`src/rtl/plic_lite.sv`:
```
// plic_lite: compact platform-level interrupt controller.
// NSRC sources (IDs 1..NSRC) with programmable priority, enable and threshold
// drive ext_irq. Software claims and completes IDs through a pulse handshake.
// Optional build macro PLIC_EDGE_TRIG_EN adds per-source edge-triggered gateways
// selected by the edge_mode bitmap at 0x22. Without it, every source is level-triggered.
module plic_lite #(
  parameter int NSRC   = 8,
  parameter int PRIO_W = 3
) (
  input  logic            clk,
  input  logic            rst,
  input  logic [NSRC-1:0] irq_src,
  input  logic            cfg_we,
  input  logic [5:0]      cfg_addr,
  input  logic [31:0]     cfg_wdata,
  output logic [31:0]     cfg_rdata,
  input  logic            claim_req,
  output logic [4:0]      claim_id,
  output logic            claim_valid,
  input  logic            complete_req,
  input  logic [4:0]      complete_id,
  output logic            ext_irq
);

  logic [PRIO_W-1:0] prio_reg [1:NSRC];
  logic [NSRC-1:0]   enable_reg;
  logic [PRIO_W-1:0] threshold_reg;
  logic [NSRC-1:0]   pending_reg, pending_next;
  logic [NSRC-1:0]   in_flight_reg, in_flight_next;
  logic [NSRC-1:0]   eligible, set_req, claim_hit, complete_hit;
  logic [NSRC-1:0]   edge_mode_view;
  logic [4:0]        best_id;
  logic [4:0]        claim_id_reg;
  logic              claim_valid_reg;
  logic              ext_irq_reg;
  logic              unused_wdata;

  // Upper write-data bits are architecturally ignored.
  assign unused_wdata = ^cfg_wdata;

  assign claim_id    = claim_id_reg;
  assign claim_valid = claim_valid_reg;
  assign ext_irq     = ext_irq_reg;

`ifdef PLIC_EDGE_TRIG_EN
  logic [NSRC-1:0] edge_mode_reg;
  logic [NSRC-1:0] prev_src_reg;

  // Edge-mode bitmap and previous-sample register for rising-edge detection.
  always_ff @(posedge clk) begin
    if (rst) begin
      edge_mode_reg <= '0;
      prev_src_reg  <= '0;
    end else begin
      prev_src_reg <= irq_src;
      if (cfg_we && cfg_addr == 6'h22) edge_mode_reg <= cfg_wdata[NSRC-1:0];
    end
  end

  assign edge_mode_view = edge_mode_reg;
`else
  assign edge_mode_view = '0;
`endif

  // Per-source gateway, eligibility and claim/complete hit decode.
  genvar gi;
  for (gi = 0; gi < NSRC; gi++) begin : g_src
    assign eligible[gi] = pending_reg[gi] & enable_reg[gi] &
                          (prio_reg[gi+1] > threshold_reg);
`ifdef PLIC_EDGE_TRIG_EN
    // Edge sources ignore in_flight; an edge while already pending just merges.
    assign set_req[gi] = edge_mode_reg[gi] ? (irq_src[gi] & ~prev_src_reg[gi])
                                           : (irq_src[gi] & ~in_flight_reg[gi]);
`else
    assign set_req[gi] = irq_src[gi] & ~in_flight_reg[gi];
`endif
    assign claim_hit[gi]    = claim_req & (best_id == 5'(gi + 1));
    assign complete_hit[gi] = complete_req & (complete_id == 5'(gi + 1));
    // A claim of this source overrides a simultaneous new request.
    assign pending_next[gi]   = claim_hit[gi] ? 1'b0 : (pending_reg[gi] | set_req[gi]);
    assign in_flight_next[gi] = claim_hit[gi] ? 1'b1 :
                                (complete_hit[gi] ? 1'b0 : in_flight_reg[gi]);
  end

  // Arbiter: highest priority wins; scanning upward with strict > keeps lowest ID on ties.
  always_comb begin
    logic [PRIO_W-1:0] best_prio;
    best_id   = '0;
    best_prio = '0;
    for (int i = 1; i <= NSRC; i++) begin
      if (eligible[i-1] && prio_reg[i] > best_prio) begin
        best_id   = 5'(i);
        best_prio = prio_reg[i];
      end
    end
  end

  // Configuration registers: priorities, enable bitmap, threshold.
  always_ff @(posedge clk) begin
    if (rst) begin
      for (int i = 1; i <= NSRC; i++) prio_reg[i] <= '0;
      enable_reg    <= '0;
      threshold_reg <= '0;
    end else if (cfg_we) begin
      for (int i = 1; i <= NSRC; i++) begin
        if (cfg_addr == 6'(i)) prio_reg[i] <= cfg_wdata[PRIO_W-1:0];
      end
      if (cfg_addr == 6'h20) enable_reg    <= cfg_wdata[NSRC-1:0];
      if (cfg_addr == 6'h21) threshold_reg <= cfg_wdata[PRIO_W-1:0];
    end
  end

  // Combinational config readback; unmapped addresses read zero.
  always_comb begin
    cfg_rdata = '0;
    for (int i = 1; i <= NSRC; i++) begin
      if (cfg_addr == 6'(i)) cfg_rdata = 32'(prio_reg[i]);
    end
    case (cfg_addr)
      6'h20:   cfg_rdata = 32'(enable_reg);
      6'h21:   cfg_rdata = 32'(threshold_reg);
      6'h22:   cfg_rdata = 32'(edge_mode_view);
      default: ;
    endcase
  end

  // Pending/in-flight state, claim response and registered interrupt request.
  always_ff @(posedge clk) begin
    if (rst) begin
      pending_reg     <= '0;
      in_flight_reg   <= '0;
      claim_id_reg    <= '0;
      claim_valid_reg <= 1'b0;
      ext_irq_reg     <= 1'b0;
    end else begin
      pending_reg     <= pending_next;
      in_flight_reg   <= in_flight_next;
      claim_valid_reg <= claim_req;
      if (claim_req) claim_id_reg <= best_id;
      ext_irq_reg     <= (best_id != 5'd0);
    end
  end

endmodule

```
`config.mk`:
```
export PLATFORM = sky130hd
export DESIGN_NAME = plic_lite
export DESIGN_NICKNAME = d
export VERILOG_FILES = /design/src/rtl/plic_lite.sv
export SDC_FILE = /design/constraint.sdc
export NUM_CORES = 1
export LEC_CHECK = 0
export BUFFER_PORTS_ARGS = -buffer_cell sky130_fd_sc_hd__buf_2
export CAP_MARGIN = 10
export CORE_MARGIN = 2
export CORE_UTILIZATION = 55
export DETAILED_ROUTE_END_ITERATION = 8
export GPL_TIMING_DRIVEN = 0
export PLACE_DENSITY = 0.81
export SYNTH_ARGS = -nofsm -noshare
export SYNTH_HDL_FRONTEND = slang
export SYNTH_SLANG_ARGS = --single-unit
```
`constraint.sdc`:
```
create_clock -name clk -period 14 [get_ports clk]
set_clock_uncertainty 0.1 [all_clocks]
set_input_delay 1.4 -clock clk [delete_from_list [all_inputs] [get_ports clk]]
set_output_delay 1.4 -clock clk [all_outputs]
set_load 0.005 [all_outputs]
```
**After elaboration in Yosys (flattened, before gate mapping)**

Memory sizes are Yosys's and may differ from the RTL's.
Cells that the tools add are included.
W data, S select, Z words.

- Register bits after elaboration: 34
- RAM bits: 24
- Input port bits: 56
- Output and inout port bits: 39
- Logic and storage cells: 238
- Memories kept: 1

Memory list:

| name | depth | width | read ports | clocked after memory_dff | wr ports | line | source |
|---|---|---|---|---|---|---|---|
| prio_reg | 8 | 3 | 8 | 0 | 8 | 25 | `logic [PRIO_W-1:0] prio_reg [1:NSRC];` |

- Order comparisons: 16
- Equal/unequal tests: 27
- Multiplexer cells: 82
- Bitwise gates (word level): 64
- Reduce and logical (&&, ||, !) cells: 27

Operators with widths:

| operator | number |
|---|---|
| $mux W32 | 7 |
| $pmux W32 S3 | 1 |
| $mux W1 | 51 |
| $mux W3 | 16 |
| $gt A3 B3 Y1 | 15 |
| $and A1 B1 Y1 | 40 |
| $eq A5 B3 Y1 const B | 8 |
| $mux W5 | 7 |
| $eq A6 B3 Y1 const B | 4 |
| $eq A5 B2 Y1 const B | 4 |
| $eq A6 B6 Y1 const B | 3 |
| $or A1 B1 Y1 | 16 |
| $reduce_bool A2 Y1 | 8 |
| $reduce_or A2 Y1 | 8 |
| $eq A6 B2 Y1 const B | 2 |
| $eq A5 B1 Y1 const B | 2 |
| $eq A5 B4 Y1 const B | 2 |
| $logic_and A1 B1 Y1 | 8 |
| $not A1 Y1 | 8 |
| $eq A6 B1 Y1 const B | 1 |
| $eq A6 B4 Y1 const B | 1 |
| $reduce_bool A5 Y1 | 1 |
| $reduce_and A2 Y1 | 2 |
| $gt A3 B1 Y1 const B | 1 |

**Longest topological paths before layout**

Gate-level depths: netlist of run 1.
An unclocked memory read counts as a cell.

- Depth after elaboration: 29
- Mapped depth: 58
- Mapped depth without buffers: 58

**Least setup slack after synthesis of run 1**

Ideal clock, no wire load.

- Path kind: flip-flop to flip-flop
- Start point: register threshold_reg[2]
- End point: register pending_reg[1]
- Setup time: 0.120 ns
- Arrival: 10.348 ns
- Required time: 13.780 ns
- Setup slack: 3.433 ns
- Cell stages (with the launch flop): 55
- Buffers on the path: 0
- Cells stage by stage: dfxtp_1 inv_1 ha_1 nand3_1 o2111ai_1 nor2_2 nand2_1 ha_1 a21oi_1 a22oi_4 a2111oi_2 nor2_1 ha_1 a21oi_1 a22oi_1 and3_1 a311o_1 o21ai_0 [... 19 more ...] a211o_2 a41o_4 mux2_1 ha_1 nand3_1 nand4_1 nor3_2 inv_1 a21o_1 ha_1 a21o_1 a21oi_1 nor3_1 nor2_1 inv_1 nor2_1 nand2_1 o31a_1

- Cells in the longest elaborated chain, start to end: 28

RTL lines:

| what | line | source |
|---|---|---|
| from (decl) | 27 | `logic [PRIO_W-1:0] threshold_reg;` |
| from (signal assigned) | 109 | `if (cfg_addr == 6'h21) threshold_reg <= cfg_wdata[PRIO_W-1:0];` |
| $gt A3 B3 Y1 | 69 | `(prio_reg[gi+1] > threshold_reg);` |
| $and A1 B1 Y1 | 68 | `assign eligible[gi] = pending_reg[gi] & enable_reg[gi] &` |
| $logic_and A1 B1 Y1 | 91 | `if (eligible[i-1] && prio_reg[i] > best_prio) begin` |
| $mux W3 | 91 |  |
| $gt A3 B3 Y1 | 91 |  |
| $logic_and A1 B1 Y1 | 91 |  |
| $mux W3 | 91 |  |
| $gt A3 B3 Y1 | 91 |  |
| [... 12 more ...] | n/a |  |
| $logic_and A1 B1 Y1 | 91 |  |
| $mux W3 | 91 |  |
| $gt A3 B3 Y1 | 91 |  |
| $logic_and A1 B1 Y1 | 91 |  |
| $mux W5 * | 91 |  |
| $eq A5 B2 Y1 * | 77 | `assign claim_hit[gi] = claim_req & (best_id == 5'(gi + 1));` |
| $and A1 B1 Y1 * | 77 |  |
| $reduce_or A2 Y1 (no line) * | n/a |  |
| to (signal assigned) | 136 | `pending_reg <= pending_next;` |
| to (decl) | 28 | `logic [NSRC-1:0] pending_reg, pending_next;` |

Every way passes the cells marked *; elsewhere a longest branch is shown, timed or not.
A chain may end at the register's enable or synchronous reset.

**Final worst setup path of run 1**

- Start point: register threshold_reg[0]
- End point: register pending_reg[1]

The elaborated chain is that of the path after synthesis.

==> results_dict.tcl, run 1 <==
set metrics [dict create \
    met3WireLength_um 855 \
    p_per_area_nw_per_um2 79.34 \
    synth_edf_count 24 \
    met2_length_um 5781 \
    drt_iter0_drc 227 \
    place.gp.congestion 0.9006 \
    synth_cell_types 73 \
    grt_overflow 0 \
    hold_viol 0 \
    htreeDepth 3 \
    yosysTopAreaCell "edfxtp_1" \
    firstDrtPassIters 5 \
    grt_usage 0.2719 \
    total_power_uw 393.5 \
    hpwl_um 8984 \
    syn_avg_cell_area_um2 8.683 \
    vias 4090 \
    synth_commonest_cells "nand2_1, ha_1, a21oi_1" \
    final_cells 684 \
    cts_sinks 57 \
    die_h_um 92.58 \
    drive_above_1_share 0.1924 \
    cts_buffers 9 \
    crit_path_end_kind "flip-flop" \
    synth_ff_type "dfxtp_1" \
    clk-insertion-delay-late_ns 0.36 \
    worst_path_most_repeated_cell "ha_1" \
    diodes 0 \
    antenna_found_initial 0 \
    dpl-instance-area_um2 4758 \
    place.detailed.instances 668 \
    cts_resized 0 \
    totalWireLength_um 11550 \
    largest_reg_flops 24 \
    root_buffer "clkbuf_8" \
    rsz0062_at_grt "no" \
    fillCellCount 633 \
    drc 0 \
    layout_min_cycle_time_ns 12.69 \
    area_delta_synth_final_pct 14.93 \
    io_buffers 45 \
    max_cap_viol_count 0 \
    slew_headroom 0.1928 \
    ir_worst_vdd_mv 0.08922 \
    fin_area_um2 4960 \
    grt_max_degree 12 \
    row_count 32 \
    tightest_slew_ns 1.194 \
    cp.required_ns 14.15 \
    critPathKind "reg -> reg" \
    postCtsSetupBuffers 0 \
    synthArstFlopShare 0 \
    fin_crit_sh 0.9064 \
    routed_via_density 5.980 \
    worst_hold_path_type "reg -> reg" \
    ant_nets 0 \
    cp-start-kind "flip-flop" \
    netlist_top_cells_area "edfxtp_1, dfxtp_1, ha_1" \
    io_pins 95 \
    cts_tree "yes" \
    core_um2 7647 \
    nNetsFinal 674 \
    routedWlPerCell_um 16.88 \
    synth.most_common_cell "nand2_1" \
    status "complete, no violations" \
    fin_setup_tns_ns 0 \
    ys_seq_area_frac 0.3201 \
    dieArea_um2 8571 \
    cts_buffer_depth 2 \
    grt_first_pass_wirelength_um 18150 \
    grt_pass1_vias 3839 \
    leakage_nw 2.137 \
    yosysWarnings 0 \
    ys_ff_latch 57 \
    setup_viol 0 \
    start_util 0.5643 \
    clk_transition_reported_paths_ns 0.07 \
    crit_arrival_ns 12.84 \
    routed.top_layer "met5" \
    fmax_ghz 0.07881 \
    wl_met1_um 4599 \
    syn-cell-area_um2 4315 \
    crit_fanout 10 \
    critPathMaxStageDelay_ns 0.70 \
    cp_slowest_cell "dfxtp_1" \
    netlist.area_leader.share 0.1670 \
    die_w_um 92.58 \
    synthCells 497 \
    cts_hold_buffers 0 \
    maxSlewViolCount 0 \
]
==> cell type report <==
cell class | count | area [µm²] | share of cell area
multi-input cells | 399 | 2693 | 0.5429
plain buffers | 37 | 232.7 | 0.04692
clock buffers | 9 | 123.9 | 0.02497
flip-flops and latches | 57 | 1381 | 0.2785
clock inverters | 7 | 71.32 | 0.01438
repair buffers | 45 | 225.2 | 0.04541
well taps | 102 | 127.6 | 0.02573
inverters | 28 | 105.1 | 0.02119
==> power breakdown <==
part / switching [mW] / internal [mW]
sequential: 0.00737 / 0.179
clock: 0.0711 / 0.0815
combinational: 0.0312 / 0.0233
total: 0.110 / 0.284
==> per-stage QoR <==
step	hold WS, ns	setup slack, ns	utilization
6_report	0.3748	1.311	0.6486
3_5_place_dp	0.3547	1.740	0.6222
2_1_floorplan	0.3408	3.433	-
3_3_place_gp	0.3527	2.189	0.6222
4_1_cts	0.3716	1.622	0.6477
5_1_grt	0.3866	0.6963	0.6486
==> routing by layer <==
| metal | vias to the layer above | global-route usage |
|---|---|---|
| met5 | - | 0 |
| met4 | 3 | 0.1045 |
| met3 | 26 | 0.06347 |
| met2 | 171 | 0.4787 |
| met1 | 1933 | 0.3202 |
| li1 | 1957 | - |
==> cells in the final DEF (no fill, tap or decap), types with 5 or more instances in the layout <==
cell type	netlist	layout
inv_1	28	28
a22oi_1	5	5
mux2i_1	8	8
nor2_1	28	28
a21o_1	8	8
conb_1	1	25
and3_1	19	19
nor3_1	7	7
ha_1	41	41
clkbuf_1	11	11
nand3b_1	5	5
a21oi_1	36	36
nand3_1	22	22
dfxtp_1	33	33
a31oi_1	5	5
o21ai_0	28	28
buf_2	0	45
nor2b_1	12	12
nand2_1	49	49
clkbuf_8	0	9
edfxtp_1	24	24
nand2b_1	6	6
and2_1	17	17
buf_4	25	25
==> worst max-delay path, delay by kind of cell (launching register included) <==
family / cells / cell delay (ns)
multiplexers: 2 / 0.63
adder cells (fa/ha/maj): 9 / 2.73
flip-flops: 1 / 0.70
AO/OA/AOI/OAI: 17 / 3.92
AND/OR/NAND/NOR: 22 / 4.03
buffers and inverters: 3 / 0.45
==> path summary, 6_finish.rpt <==
| path | to | start | slack [ns] | cells past startpoint |
|---|---|---|---|---|
| worst max-delay path | pending_reg[1] | threshold_reg[0] | 1.31 | 53 |
| worst min-delay path | claim_id[1] | claim_id[1] | 0.37 | 2 |
| worst max register to register | pending_reg[1] | threshold_reg[0] | 1.31 | 53 |
| worst min register to register | claim_id[1] | claim_id[1] | 0.37 | 2 |
==> kinds of logic after synthesis <==
logic type,count (synthesis),synth area share
AO/OA/AOI/OAI,129,0.2096
adder cells (fa/ha/maj),43,0.1241
multiplexers,13,0.03421
buffers and inverters,65,0.07828
flip-flops,57,0.3201
other,1,0.0008690
AND/OR/NAND/NOR,189,0.2328
(Power assumes the default switching activity.)
==> run 2, diff against run 1 <==
Settings changed: MAX_ROUTING_LAYER set to met4.
==> run 2 against run 1 <==
  * Global-route usage rose by 0.70 points
  * Via count rose by 0.44%
  * Design area did not move
  * Core utilization did not move
  * Worst hold slack got worse by 0.0047 ns
  * Routed wire length rose by 0.56%
  * Critical endpoint is now in_flight_reg[2]
  * Register-to-register slack barely moved
  * Critical path depth did not move
  * Fmax barely moved
  * Sequential power barely moved
  * Largest cell class unchanged
  * Worst setup slack improved by 0.0068 ns
==> results_dict.tcl, run 2 (synthesis gave the netlist of run 1 again) <==
set metrics [dict create \
    holdCritStartpoint "claim_id[1]" \
    met2_length_um 5821 \
    io_pins 95 \
    cts_resized 0 \
    fin_area_um2 4960 \
    routed.top_layer "met4" \
    final_cells 684 \
    io_buffers 45 \
    tightest_slew_ns 1.175 \
    dieArea_um2 8571 \
    drive_above_1_share 0.1924 \
    nNetsFinal 674 \
    cts_sinks 57 \
    slew_headroom 0.2057 \
    root_buffer "clkbuf_8" \
    p_per_area_nw_per_um2 79.39 \
    final_common_cell "nand2_1" \
    cp-start-kind "flip-flop" \
    start_util 0.5643 \
    crit_path_end_kind "flip-flop" \
    grt_overflow 0 \
    fin_crit_sh 0.9059 \
    totalWireLength_um 11610 \
    r2r_start "threshold_reg[0]" \
    firstDrtPassIters 5 \
    drc 0 \
    grt_first_pass_wirelength_um 18140 \
    ir_worst_vdd_mv 0.08852 \
    wl_met1_um 4526 \
    pre_cts_ws_ns 1.740 \
    grt_usage 0.2790 \
    area_delta_synth_final_pct 14.93 \
    fmax_ghz 0.07885 \
    worst_path_most_repeated_cell "ha_1" \
    setup_viol 0 \
    cp.required_ns 14.16 \
    die_w_um 92.58 \
    critPathMaxStageDelay_ns 0.68 \
    hold_ws_ns 0.3701 \
    largest_reg_flops 24 \
    worst_hold_path_type "reg -> reg" \
    cts_hold_buffers 0 \
    maxSlewViolCount 0 \
    core_um2 7647 \
    place.gp.congestion 0.9160 \
    routed_via_density 6.006 \
    total_power_uw 393.8 \
    cts_buffers 9 \
    grt_pass1_vias 3830 \
    cts_buffer_depth 2 \
    diodes 0 \
    fillCellCount 633 \
    r2r_cells 53 \
    fin_ws_ns 1.318 \
    rsz0062_at_grt "no" \
    crit_arrival_ns 12.84 \
    cp_slowest_cell "dfxtp_1" \
    grt_max_degree 12 \
    cts_tree "yes" \
    regToRegEndpoint "in_flight_reg[2]" \
    critPathKind "reg -> reg" \
    antenna_found_initial 0 \
    max_cap_viol_count 0 \
    hpwl_um 8984 \
    ant_nets 0 \
    r2r_slack_ns 1.32 \
    fin_setup_tns_ns 0 \
    whs_path_depth 2 \
    drt_iter0_drc 264 \
    leakage_nw 2.137 \
    layout_min_cycle_time_ns 12.68 \
    row_count 32 \
    postCtsSetupBuffers 0 \
    place.detailed.instances 668 \
    clk_transition_reported_paths_ns 0.07 \
    clk-insertion-delay-late_ns 0.36 \
    hold_viol 0 \
    routedWlPerCell_um 16.97 \
    htreeDepth 3 \
    finish.utilization 0.6486 \
    vias 4108 \
    crit_fanout 10 \
    status "complete, no violations" \
    dpl-instance-area_um2 4758 \
    mostFrequentLayoutCells "nand2_1, buf_2, ha_1, a21oi_1, dfxtp_1" \
    min_to "claim_id[1]" \
    met3WireLength_um 958 \
    die_h_um 92.58 \
]
[run 2: worst max-delay path by stage]
| stage | to | cells after the start | slack (ns) | from |
|---|---|---|---|---|
| 5_1_grt | in_flight_reg[2] | 55 | 0.70 | threshold_reg[1] |
| 2_1_floorplan | pending_reg[1] | 54 | 3.43 | threshold_reg[2] |
| 3_3_place_gp | pending_reg[1] | 54 | 2.19 | threshold_reg[2] |
| 3_5_place_dp | pending_reg[1] | 54 | 1.74 | threshold_reg[2] |
| 6_report | in_flight_reg[2] | 53 | 1.32 | threshold_reg[0] |
| 4_1_cts | in_flight_reg[1] | 54 | 1.62 | threshold_reg[2] |
[run 2: layout make-up]
type	count	area, µm²	area share
plain buffers	37	232.7	0.04692
clock buffers	9	123.9	0.02497
clock inverters	7	71.32	0.01438
inverters	28	105.1	0.02119
multi-input cells	399	2693	0.5429
flip-flops and latches	57	1381	0.2785
well taps	102	127.6	0.02573
repair buffers	45	225.2	0.04541
[run 2: power by group]
| part | switching [mW] | internal [mW] | leakage, nW |
|---|---|---|---|
| clock | 0.0711 | 0.0815 | 0.0912 |
| sequential | 0.00749 | 0.179 | 0.497 |
| combinational | 0.0313 | 0.0233 | 1.55 |
| total | 0.110 | 0.284 | 2.14 |
[run 2: worst max-delay path, delay by kind of cell, from the launching register on]
family | cells | cell delay (ns)
multiplexers | 2 | 0.63
AND/OR/NAND/NOR | 22 | 4.07
adder cells (fa/ha/maj) | 9 | 2.73
flip-flops | 1 | 0.68
buffers and inverters | 3 | 0.46
AO/OA/AOI/OAI | 17 | 3.91
[run 2: metal layers]
| layer | global-route usage | vias up |
|---|---|---|
| li1 | - | 1956 |
| met3 | 0.05940 | 30 |
| met4 | 0.1045 | 0 |
| met1 | 0.3197 | 1939 |
| met5 | - | - |
| met2 | 0.4805 | 183 |
